===== config.mk =====
export PLATFORM = sky130hd
export DESIGN_NAME = fifo_stream_reader_flat
export DESIGN_NICKNAME = d
export VERILOG_FILES = /design/src/rtl/fifo_stream_pkg.sv /design/src/rtl/fifo_stream_reader_if.sv /design/src/rtl/fifo_stream_skid.sv /design/src/rtl/fifo_stream_reader.sv /design/src/flat_wrapper.sv
export SDC_FILE = /design/constraint.sdc
export NUM_CORES = 1
export LEC_CHECK = 0
export CAP_MARGIN = 40
export CORE_MARGIN = 2
export CORE_UTILIZATION = 45
export DETAILED_ROUTE_END_ITERATION = 10
export HOLD_SLACK_MARGIN = 0.12
export MAX_ROUTING_LAYER = met4
export PLACE_DENSITY = 0.72
export SYNTH_ARGS = -nofsm -noshare
export SYNTH_HDL_FRONTEND = slang
export SYNTH_HIERARCHICAL = 1
export SYNTH_SLANG_ARGS = --single-unit

===== constraint.sdc =====
create_clock -name clk -period 2.1 [get_ports clk]
set_input_delay 0.525 -clock clk [delete_from_list [all_inputs] [get_ports clk]]
set_output_delay 0.525 -clock clk [all_outputs]
set_load 0.02 [all_outputs]

===== src/rtl/fifo_stream_pkg.sv =====
// Shared constants and helpers for the FIFO stream reader: buffer depth, occupancy type
// and the read-latency legality check used at elaboration.
package fifo_stream_pkg;

  localparam int BUF_DEPTH = 2;

  typedef logic [1:0] cnt_t;

  function automatic bit legal_latency(input int lat);
    return (lat == 0) || (lat == 1);
  endfunction

endpackage


===== src/rtl/fifo_stream_reader_if.sv =====
// Bus bundle between the FIFO read port, the stream reader and the stream sink.
// master = the reader (drives fifo_rd_en and the m_* stream); slave = FIFO/sink side.
interface fifo_stream_reader_if #(
  parameter int WIDTH_DATA = 8
);

  // Handshake: a stream word transfers on every posedge where m_valid && m_ready.
  // m_valid never depends on m_ready; while m_valid && !m_ready, m_data/m_last hold.
  // fifo_rd_en is only raised when fifo_empty is low; data follows RD_LATENCY cycles later.
  logic                  fifo_rd_en;
  logic [WIDTH_DATA-1:0] fifo_rd_data;
  logic                  fifo_empty;
  logic                  m_valid;
  logic                  m_ready;
  logic [WIDTH_DATA-1:0] m_data;
  logic                  m_last;

  modport master (
    output fifo_rd_en,
    input  fifo_rd_data,
    input  fifo_empty,
    output m_valid,
    input  m_ready,
    output m_data,
    output m_last
  );

  modport slave (
    input  fifo_rd_en,
    output fifo_rd_data,
    output fifo_empty,
    input  m_valid,
    output m_ready,
    input  m_data,
    input  m_last
  );

endinterface


===== src/rtl/fifo_stream_skid.sv =====
// Two-entry register buffer: push appends at the tail, pop removes the head; both may
// happen in the same cycle. head_data is always entry 0.
module fifo_stream_skid
  import fifo_stream_pkg::*;
#(
  parameter int WIDTH_DATA = 8
) (
  input  logic                  clk,
  input  logic                  rst,
  input  logic                  push,
  input  logic [WIDTH_DATA-1:0] push_data,
  input  logic                  pop,
  output cnt_t                  cnt,
  output logic [WIDTH_DATA-1:0] head_data
);

  logic [WIDTH_DATA-1:0] d0;
  logic [WIDTH_DATA-1:0] d1;

  always_ff @(posedge clk) begin
    if (rst) begin
      cnt <= '0;
      d0  <= '0;
      d1  <= '0;
    end else begin
      case ({push, pop})
        2'b10: begin
          if (cnt == 2'd0) d0 <= push_data;
          else             d1 <= push_data;
          cnt <= cnt + 2'd1;
        end
        2'b01: begin
          d0  <= d1;
          cnt <= cnt - 2'd1;
        end
        2'b11: begin
          // Occupancy unchanged; the head advances and the new word lands behind it.
          if (cnt == 2'd1) begin
            d0 <= push_data;
          end else begin
            d0 <= d1;
            d1 <= push_data;
          end
        end
        default: ;
      endcase
    end
  end

  assign head_data = d0;

  no_overflow_a : assert property (@(posedge clk) disable iff (rst)
    !(push && !pop && (cnt == cnt_t'(BUF_DEPTH))));

endmodule


===== src/rtl/fifo_stream_reader.sv =====
// Drains a FIFO read port into a valid/ready stream through a 2-entry buffer.
// Optional packet marking on m_last is enabled by defining STREAM_LAST_EN.
module fifo_stream_reader
  import fifo_stream_pkg::*;
#(
  parameter int WIDTH_DATA = 8,
  parameter int RD_LATENCY = 0,
  parameter int PKT_LEN    = 4
) (
  input  logic                 clk,
  input  logic                 rst,
  fifo_stream_reader_if.master bus
);

  if (!legal_latency(RD_LATENCY)) begin : g_bad_latency
    $error("fifo_stream_reader: RD_LATENCY must be 0 or 1");
  end
  if (PKT_LEN < 1) begin : g_bad_pkt_len
    $error("fifo_stream_reader: PKT_LEN must be >= 1");
  end

  cnt_t                  cnt;
  logic                  inflt;
  logic                  push;
  logic                  pop;
  logic                  rd_en;
  logic                  m_valid;
  logic                  m_last;
  logic [WIDTH_DATA-1:0] head_data;
  logic [2:0]            room_need;

  assign m_valid = !rst && (cnt != 2'd0);
  assign pop     = m_valid && bus.m_ready;

  // Slots already promised (held + in flight) after this cycle's pop must leave room.
  assign room_need = {1'b0, cnt} + {2'b00, inflt} - {2'b00, pop};
  assign rd_en     = !rst && !bus.fifo_empty && (room_need < 3'd2);

  if (RD_LATENCY == 1) begin : g_lat1
    always_ff @(posedge clk) begin
      if (rst) inflt <= 1'b0;
      else     inflt <= rd_en;
    end
    assign push = inflt;
  end else begin : g_lat0
    assign inflt = 1'b0;
    assign push  = rd_en;
  end

  fifo_stream_skid #(
    .WIDTH_DATA(WIDTH_DATA)
  ) u_skid (
    .clk       (clk),
    .rst       (rst),
    .push      (push),
    .push_data (bus.fifo_rd_data),
    .pop       (pop),
    .cnt       (cnt),
    .head_data (head_data)
  );

`ifdef STREAM_LAST_EN
  localparam int WCNT_W = (PKT_LEN > 1) ? $clog2(PKT_LEN) : 1;
  logic [WCNT_W-1:0] wcnt;

  always_ff @(posedge clk) begin
    if (rst) begin
      wcnt <= '0;
    end else if (pop) begin
      if (wcnt == WCNT_W'(PKT_LEN - 1)) wcnt <= '0;
      else                              wcnt <= wcnt + WCNT_W'(1);
    end
  end

  assign m_last = m_valid && (wcnt == WCNT_W'(PKT_LEN - 1));
`else
  assign m_last = 1'b0;
`endif

  assign bus.fifo_rd_en = rd_en;
  assign bus.m_valid    = m_valid;
  assign bus.m_data     = rst ? '0 : head_data;
  assign bus.m_last     = m_last;

endmodule


===== src/flat_wrapper.sv =====
// flat-port wrapper written by rule: the top's interface ports become plain ports
module fifo_stream_reader_flat import fifo_stream_pkg::*;
#(
  parameter int WIDTH_DATA = 8,
  parameter int RD_LATENCY = 0,
  parameter int PKT_LEN    = 4
)
  (clk, rst, bus_fifo_rd_en, bus_fifo_rd_data, bus_fifo_empty, bus_m_valid, bus_m_ready, bus_m_data, bus_m_last);
  fifo_stream_reader_if #(.WIDTH_DATA(WIDTH_DATA)) bus_i ();
  input  logic clk;
  input  logic rst;
  output wire logic [$bits(bus_i.fifo_rd_en)-1:0] bus_fifo_rd_en;
  input wire logic [$bits(bus_i.fifo_rd_data)-1:0] bus_fifo_rd_data;
  input wire logic [$bits(bus_i.fifo_empty)-1:0] bus_fifo_empty;
  output wire logic [$bits(bus_i.m_valid)-1:0] bus_m_valid;
  input wire logic [$bits(bus_i.m_ready)-1:0] bus_m_ready;
  output wire logic [$bits(bus_i.m_data)-1:0] bus_m_data;
  output wire logic [$bits(bus_i.m_last)-1:0] bus_m_last;
  assign bus_fifo_rd_en = bus_i.fifo_rd_en;
  assign bus_i.fifo_rd_data = bus_fifo_rd_data;
  assign bus_i.fifo_empty = bus_fifo_empty;
  assign bus_m_valid = bus_i.m_valid;
  assign bus_i.m_ready = bus_m_ready;
  assign bus_m_data = bus_i.m_data;
  assign bus_m_last = bus_i.m_last;
  fifo_stream_reader #(.WIDTH_DATA(WIDTH_DATA), .RD_LATENCY(RD_LATENCY), .PKT_LEN(PKT_LEN)) u_core (.clk(clk), .rst(rst), .bus(bus_i));
endmodule

==> results of run 1 <==
==> per-layer routing <==
metal | track usage, % | wire length, um
met1 | 21.1 | 1060
met2 | 32.9 | 1200
met3 | 2.82 | 82
met4 | 9.40 | 14
met5 | - | 0
==> flip-flops by register name (all words and copies together) (netlist names) <==
signal and flops:
u_core/u_skid/head_data 8, u_core/u_skid/cnt 2, u_core/u_skid/d1 8
==> power breakdown <==
| part | switching (uW) | internal, uW | leakage, uW | total, uW |
|---|---|---|---|---|
| clock network | 99.7 | 66.5 | 0.0000138 | 166 |
| registers | 27.5 | 382 | 0.000148 | 409 |
| logic | 186 | 156 | 0.000367 | 342 |
| total | 313 | 605 | 0.000529 | 918 |
==> what timing repair did <==
action,in CTS,in global routing
cloned,0,0
endpoints found under the setup margin,27,17
resized for setup,21,8
hold buffers,0,0
pin swaps,0,1
==> Yosys cell counts, drive strengths merged (4+ instances only) <==
cell / n / area [um^2]
nand2b: 4 / 32.5
nand3: 16 / 80.1
o21ai: 16 / 80.1
clkbuf: 4 / 17.5
inv: 4 / 15.0
a311oi: 8 / 120
buf: 6 / 51.3
a21oi: 16 / 80.1
dfxtp: 18 / 360
ha: 6 / 75.1
nor2: 5 / 18.8
nor2b: 9 / 58.8
==> worst paths after layout <==
kind	cells past startpoint	end	slack (ps)	startpoint
setup / recovery	8	u_core/u_skid/d1[7]	130	bus_fifo_empty
hold / removal	2	u_core/u_skid/d1[0]	490	u_core/u_skid/d1[0]
setup reg to reg	8	u_core/u_skid/cnt[1]	230	u_core/u_skid/cnt[0]
hold reg to reg	2	u_core/u_skid/d1[0]	490	u_core/u_skid/d1[0]
==> metrics by stage <==
| step | hold slack, ps | power (uW) |
|---|---|---|
| finish | 489 | 918 |
| detailed placement | 471 | 762 |
| floorplan | 450 | 655 |
| CTS | 485 | 915 |
| global placement | 458 | 748 |
| global route | 522 | 976 |
==> tightest hold or removal path: cells and delay by family (launching register included) <==
family / cells / cell delay, ps
flops: 1 / 320
compound gates: 2 / 130
==> layout make-up <==
| class | instances | area share [%] |
|---|---|---|
| clock buffer | 3 | 1.65 |
| inverter | 5 | 1.38 |
| multi-input combinational | 90 | 48.7 |
| sequential | 18 | 26.4 |
| tap | 28 | 2.57 |
| timing repair buffer | 31 | 19.3 |
==> kinds of logic after synthesis <==
kind of cell	Yosys count	synth area share, %
compound gates	44	29.4
simple gates	37	20.2
flops	18	33.4
buf+inv	15	8.11
fa+ha+maj	6	6.95
xor+xnor	2	1.62
other cells	1	0.347
==> metrics.yaml, run 1 <==
sta:
  skew_ps: 0.979
  hold_viol: 0
  period_minus_slack_ps: 1970
  finalSetupViolations: 0
  fin_setup_tns_ps: 0
  rsz0062_at_grt: "false"
  fin_crit_sh_pct: 93.6
  fmax_mhz: 509
  worst_slack_ps: 134
  slew_viol_final: 0
setup_path:
  cp-end-kind: "flip-flop"
  critPathTopFamily: "buffers and inverters"
  slowest_stage: "clkdlybuf4s50_1"
  slowest_delay_ps: 510
  path_cells: "clkdlybuf4s50_1 > a211oi_4 > buf_4 > ha_2 > buf_4 > a22o_2 > o21ai_0 > a21oi_1"
  crit_top_cell: "buf_4"
  start_kind: "input port"
  cp_max_fo: 8
  crit_arrival_ps: 2140
  path_class: "input port to flip-flop"
  path_buf_inv: 3
  cp.required_ps: 2280
logic_synthesis:
  synth-edff-count: 0
  synth.avg_cell_area_um2: 8.78
  synth_cells: 123
  ys.flop_type: "dfxtp_1"
  seq_area_frac_synth_pct: 33.4
  syn_area_mm2: 0.00108
  yosys_warnings: 6
  ys_ff_latch: 18
  syn-num-nets: 141
  ys_types: 27
  synthArstFlopShare_pct: 0
detailed_routing:
  num_vias: 964
  drc_errors: 0
  drtIter0Drc: 23
  detail_route.wl_per_cell_um: 13.5
  wirelength_um: 2360
  firstDrtPassIters: 4
  drt-vias-per-instance: 5.51
  ant_nets: 0
final_layout:
  drive_gt1_share_pct: 22.4
  synthToLayoutAreaGrowth_pct: 26.2
  layout_common_cells: "dfxtp_1 (18), nand3_1 (16), a21oi_1 (16)"
  instances_no_fill: 175
  ff_latch_area_um2: 360
  multi_input_area_um2: 663
  final_common_cell: "dfxtp_1"
  final_area_mm2: 0.00136
  finish.net_count: 167
  nFillCells: 218
  diodes: 0
  final_core_util_pct: 61.0
clock_network:
  clockRootBuffer: "clkbuf_4"
  cts_tree: "built"
  clk_latency_ps: 280
  cts-root-to-sink-buffers: 2
  clk_pin_slew_ps: 100
  numClockSinks: 18
  cts_buffers: 3
  htreeDepth: 1
  post_cts.repair.setup_buffers: 0
pwr:
  powerDensity_mw_per_mm2: 674
  peakVddDrop_uv: 431
  leakage_uw: 0.000529
outcome:
  outcome: "finished clean"
grt:
  grt_max_degree: 17
  antenna_found_initial: 0
  grt_first_pass_wirelength_um: 3800
  grtUsageTotal_pct: 19.0
  grt-ovfl-total: 0
  grt_pass1_vias: 901
place:
  placed_cell_area_mm2: 0.00134
  finalWeightedCongestion: 0.786
  dp.cells: 172
  place_ws_ps: -555
  hpwl_um: 1840
  portBuffers: 21
die:
  die_w_um: 53.0
  dieArea_mm2: 0.00281
  fp.dieH_um: 53.0
  start_util_pct: 48.3
  row_count: 17
  io_pins: 23
  core_mm2: 0.00223
hold_path:
  hold_class: "flip-flop to flip-flop"
flow_run:
  drv_cap: 0
(Power assumes the default switching activity.)
==> run 2, diff against run 1 <==
Settings changed: CELL_PAD_IN_SITES_DETAIL_PLACEMENT set to 1, CELL_PAD_IN_SITES_GLOBAL_PLACEMENT set to 1, CORE_UTILIZATION 45 to 37, PLACE_DENSITY 0.72 to not set, PLACE_DENSITY_LB_ADDON set to 0.1, RECOVER_POWER set to 100.
==> run 2 against run 1 <==
Count of clock-buffer cells in the layout grew 1. Worst setup slack worse by 130 ps. Non-clock buffer count up 1. Utilization shrank 9.5 points. Total power increased by 8.7%. Worst hold slack gained 6.2 ps. Final area increased by 4.2%. Clock power increased by 27%. Combinational power rose by 11%. Sequential power fell by 1%. Global-route usage decreased by 0.26 points. Critical endpoint is now u_core/u_skid/head_data[0].
==> metrics.yaml, run 2 (synthesized netlist as in run 1, its figures left out) <==
sta:
  period_minus_slack_ps: 2100
  hold_viol: 0
  fmax_mhz: 477
  slew_viol_final: 0
  skew_ps: 0.631
  finalSetupViolations: 0
  hold_slack_ps: 495
  rsz0062_at_grt: "true"
  fin_crit_sh_pct: 99.8
clock_network:
  clk_latency_ps: 290
  numClockSinks: 18
  cts_hold_buf: 0
  cts-root-to-sink-buffers: 2
  post_cts.repair.setup_buffers: 0
  cts_tree: "built"
  htreeDepth: 1
  clk_pin_slew_ps: 100
  clockRootBuffer: "clkbuf_4"
  cts_buffers: 3
pwr:
  sw_frac_of_total_pct: 33.4
  peakVddDrop_uv: 438
  totalPowerFinal_uw: 998
  power_switching_uw: 333
  intPower_uw: 665
  pwr-share-clk_pct: 21.2
  p_comb_share_pct: 38.2
  leakage_uw: 0.000544
  powerDensity_mw_per_mm2: 703
  seq_power_share_pct: 40.6
die:
  start_util_pct: 39.2
  row_count: 19
  io_pins: 23
  fp.dieH_um: 58.0
  dieArea_mm2: 0.00337
  die_w_um: 58.0
  core_mm2: 0.00276
grt:
  grt_pass1_vias: 1024
  grt-ovfl-total: 0
  antenna_found_initial: 0
  grt_max_degree: 19
  grt_first_pass_wirelength_um: 4700
  grtUsageTotal_pct: 18.7
final_layout:
  instances_no_fill: 180
  nFillCells: 330
  finish.net_count: 168
  layout_common_cells: "dfxtp_1 (18), nand3_1 (16), a21oi_1 (14)"
  multi_input_area_um2: 686
  final_common_cell: "dfxtp_1"
  diodes: 0
  drive_gt1_share_pct: 30.2
  synthToLayoutAreaGrowth_pct: 31.5
  ff_latch_area_um2: 360
setup_path:
  path_depth: 9
  crit_top_cell: "buf_4"
  cp.required_ps: 2270
  cp_max_fo: 9
  reg2reg_depth: 7
  path_class: "input port to flip-flop"
  slowest_stage: "clkdlybuf4s50_1"
  crit_arrival_ps: 2270
  path_buf_inv: 5
  start_kind: "input port"
  slowest_delay_ps: 410
  path_cells: "clkdlybuf4s50_1 > buf_6 > a211oi_4 > buf_4 > inv_1 > ha_1 > buf_4 > o21ai_0 > a311oi_2"
  cp-end-kind: "flip-flop"
  critPathTopFamily: "buffers and inverters"
detailed_routing:
  num_vias: 973
  drt-vias-per-instance: 5.41
  drc_errors: 0
  ant_nets: 0
  drtIter0Drc: 11
  wirelength_um: 2680
  firstDrtPassIters: 4
  detail_route.wl_per_cell_um: 14.9
place:
  dp.cells: 176
  finalWeightedCongestion: 0.737
  hpwl_um: 2150
  portBuffers: 21
outcome:
  outcome: "finished clean"
hold_path:
  hold_class: "flip-flop to flip-flop"
  holdPathStages: 2
flow_run:
  drv_cap: 0
[run 2: layout make-up]
class | count | share of cell area (%)
clock buffers | 4 | 2.56
inverters | 5 | 1.50
multi-input cells | 90 | 48.3
flip-flops and latches | 18 | 25.4
well taps | 31 | 2.73
repair buffers | 32 | 19.6
[run 2: power groups by stage]
stage	Sequential, uW	Combinational (uW)	Clock [uW]
after floorplan	408	247	0
after global placement	410	350	0
after detailed placement	413	363	0
after CTS	406	368	222
after global routing	412	418	237
final	405	381	211
[run 2: worst paths after layout]
check | start | slack [ps] | to
max | rst | 3 | u_core/u_skid/head_data[0]
min | u_core/u_skid/d1[0] | 500 | u_core/u_skid/d1[0]
max reg2reg | u_core/u_skid/cnt[1] | 260 | u_core/u_skid/d1[3]
min reg2reg | u_core/u_skid/d1[0] | 500 | u_core/u_skid/d1[0]
[run 2: timing repair]
action,CTS,global route
setup endpoints to repair,26,18
pin swaps,1,1
gates resized for setup,44,15
endpoints found under the hold margin,0,0
[run 2: per-stage QoR]
step | setup WS [ps] | instance area, um^2 | util, % | setup TNS [ps]
detailed placement | -482 | 1360 | 49.4 | -10120
CTS | 0.789 | 1400 | 50.9 | 0
global route | -33.7 | 1420 | 51.5 | -99.8
floorplan | 51.2 | 1090 | - | 0
finish | 3.46 | 1420 | 51.5 | 0
global placement | -414 | 1360 | 49.4 | -8680
[run 2: worst min-delay path, delay by kind of cell, from the launching register on]
family | cells | cell delay (ps)
AOI/OAI and AO/OA | 2 | 130
DFF | 1 | 330
[run 2: layer usage]
metal  global-route usage [%]  routed length (um)  vias to the layer above
li1                         -                   -                      494
met1                     22.6                1160                      450
met3                     3.35                 136                        4
met5                        -                   0                        -
met2                     31.0                1350                       25
met4                     6.98                  41                        0
==> run 3, diff against run 2 <==
Settings changed: GPL_TIMING_DRIVEN set to 0.
Clock period 2.1 ns to 2.3 ns, I/O delays scaled along.
==> run 3 against run 2 <==
Routed wire length down 4.3%. Total power fell by 11%. Global-route usage decreased by 1.0 points. Critical path depth is 6 lower. Non-clock buffer count is the same. Critical path type is now input port to primary output. Largest cell class unchanged. Largest power group unchanged. Highest routed layer unchanged.
==> metrics.yaml, run 3 (synthesized netlist as in run 1, its figures left out) <==
outcome:
  outcome: "finished clean"
grt:
  grt_first_pass_wirelength_um: 4510
  grtUsageTotal_pct: 17.7
  grt_max_degree: 11
  grt-ovfl-total: 0
  antenna_found_initial: 0
  grt_pass1_vias: 986
final_layout:
  final_common_cell: "dfxtp_1"
  diodes: 0
  final_area_mm2: 0.00139
  drive_gt1_share_pct: 20.8
  synthToLayoutAreaGrowth_pct: 29.0
  final_core_util_pct: 50.5
  layout_common_cells: "dfxtp_1 (18), o21ai_0 (16), nand3_1 (16), a21oi_1 (16), dlygate4sd2_1 (10)"
  finish.net_count: 168
detailed_routing:
  firstDrtPassIters: 4
  detail_route.wl_per_cell_um: 14.3
  drt-vias-per-instance: 5.42
  wirelength_um: 2570
  num_vias: 976
  ant_nets: 0
  drc_errors: 0
  drtIter0Drc: 25
pwr:
  leakage_uw: 0.000550
  powerDensity_mw_per_mm2: 636
  peakVddDrop_uv: 384
sta:
  fin_crit_sh_pct: 94.9
  period_minus_slack_ps: 2180
  finalSetupViolations: 0
  fmax_mhz: 458
  slew_viol_final: 0
  rsz0062_at_grt: "false"
  skew_ps: 4.89
  hold_viol: 0
setup_path:
  slowest_stage: "clkdlybuf4s50_1"
  cp.required_ps: 1730
  cp-end-kind: "primary output"
  path_class: "input port to primary output"
  cp_max_fo: 4
  path_cells: "clkdlybuf4s50_1 > a211oi_4 > clkdlybuf4s15_1"
  slowest_delay_ps: 450
  crit_arrival_ps: 1610
  start_kind: "input port"
place:
  hpwl_um: 2040
  placed_cell_area_mm2: 0.00133
  finalWeightedCongestion: 0.697
  portBuffers: 21
clock_network:
  numClockSinks: 18
  clk_latency_ps: 290
  htreeDepth: 1
  clk_pin_slew_ps: 100
  cts_buffers: 3
  clockRootBuffer: "clkbuf_4"
  cts_tree: "built"
  cts-root-to-sink-buffers: 2
  cts_hold_buf: 0
die:
  fp.dieH_um: 58.0
  die_w_um: 58.0
  io_pins: 23
  start_util_pct: 39.2
  core_mm2: 0.00276
  row_count: 19
  dieArea_mm2: 0.00337
flow_run:
  drv_cap: 0
hold_path:
  hold_class: "flip-flop to flip-flop"
[run 3: layer usage]
layer / vias to the layer above / part of all wire [%] / track usage [%]
li1: 490 / - / -
met1: 462 / 47 / 23.0
met2: 22 / 48 / 28.4
met3: 2 / 4.1 / 2.46
met4: 0 / 0.66 / 5.32
met5: - / 0 / -
[run 3: power breakdown]
group	switching [uW]	internal (uW)	total (uW)
Sequential	24.9	349	374
Combinational	172	144	316
Clock	99.2	96.2	195
Total	296	589	885
[run 3: cell type report]
class	instances	area, um^2
repair buffers	22	208
flip-flops and latches	18	360
well taps	31	38.8
clock buffers	4	36.3
plain buffers	10	72.6
inverters	5	18.8
fillers	334	1370
multi-input cells	90	658
[run 3: timing repair]
item                                    in CTS  in global routing
setup buffers                                1                  0
endpoints found under the setup margin      26                 18
resized for setup                           20                  1
pin swaps                                    1                  2
[run 3: per-stage QoR]
| stage | worst slack [ps] | hold slack, ps | setup TNS, ps | power [uW] | std cells |
|---|---|---|---|---|---|
| 2_1_floorplan | 75.1 | 450 | 0 | 594 | 123 |
| 3_3_place_gp | -406 | 463 | -7310 | 680 | 175 |
| 3_5_place_dp | -438 | 467 | -8460 | 694 | 175 |
| 4_1_cts | -12.4 | 483 | -20.9 | 892 | 180 |
| 5_1_grt | 14.7 | 521 | 0 | 946 | 180 |
| 6_report | 117 | 482 | 0 | 885 | 180 |
[run 3: worst paths after layout]
check | cells after the start | start | to | slack, ps
setup / recovery | 3 | bus_fifo_empty | bus_fifo_rd_en | 120
hold / removal | 2 | u_core/u_skid/d1[3] | u_core/u_skid/d1[3] | 480
hold reg to reg | 2 | u_core/u_skid/d1[3] | u_core/u_skid/d1[3] | 480
setup reg to reg | 9 | u_core/u_skid/cnt[0] | u_core/u_skid/head_data[3] | 300
[run 3: worst max-delay path, delay by kind of cell]
| family | cells | cell delay [ps] |
|---|---|---|
| buffers and inverters | 2 | 790 |
| AO/OA/AOI/OAI | 1 | 240 |
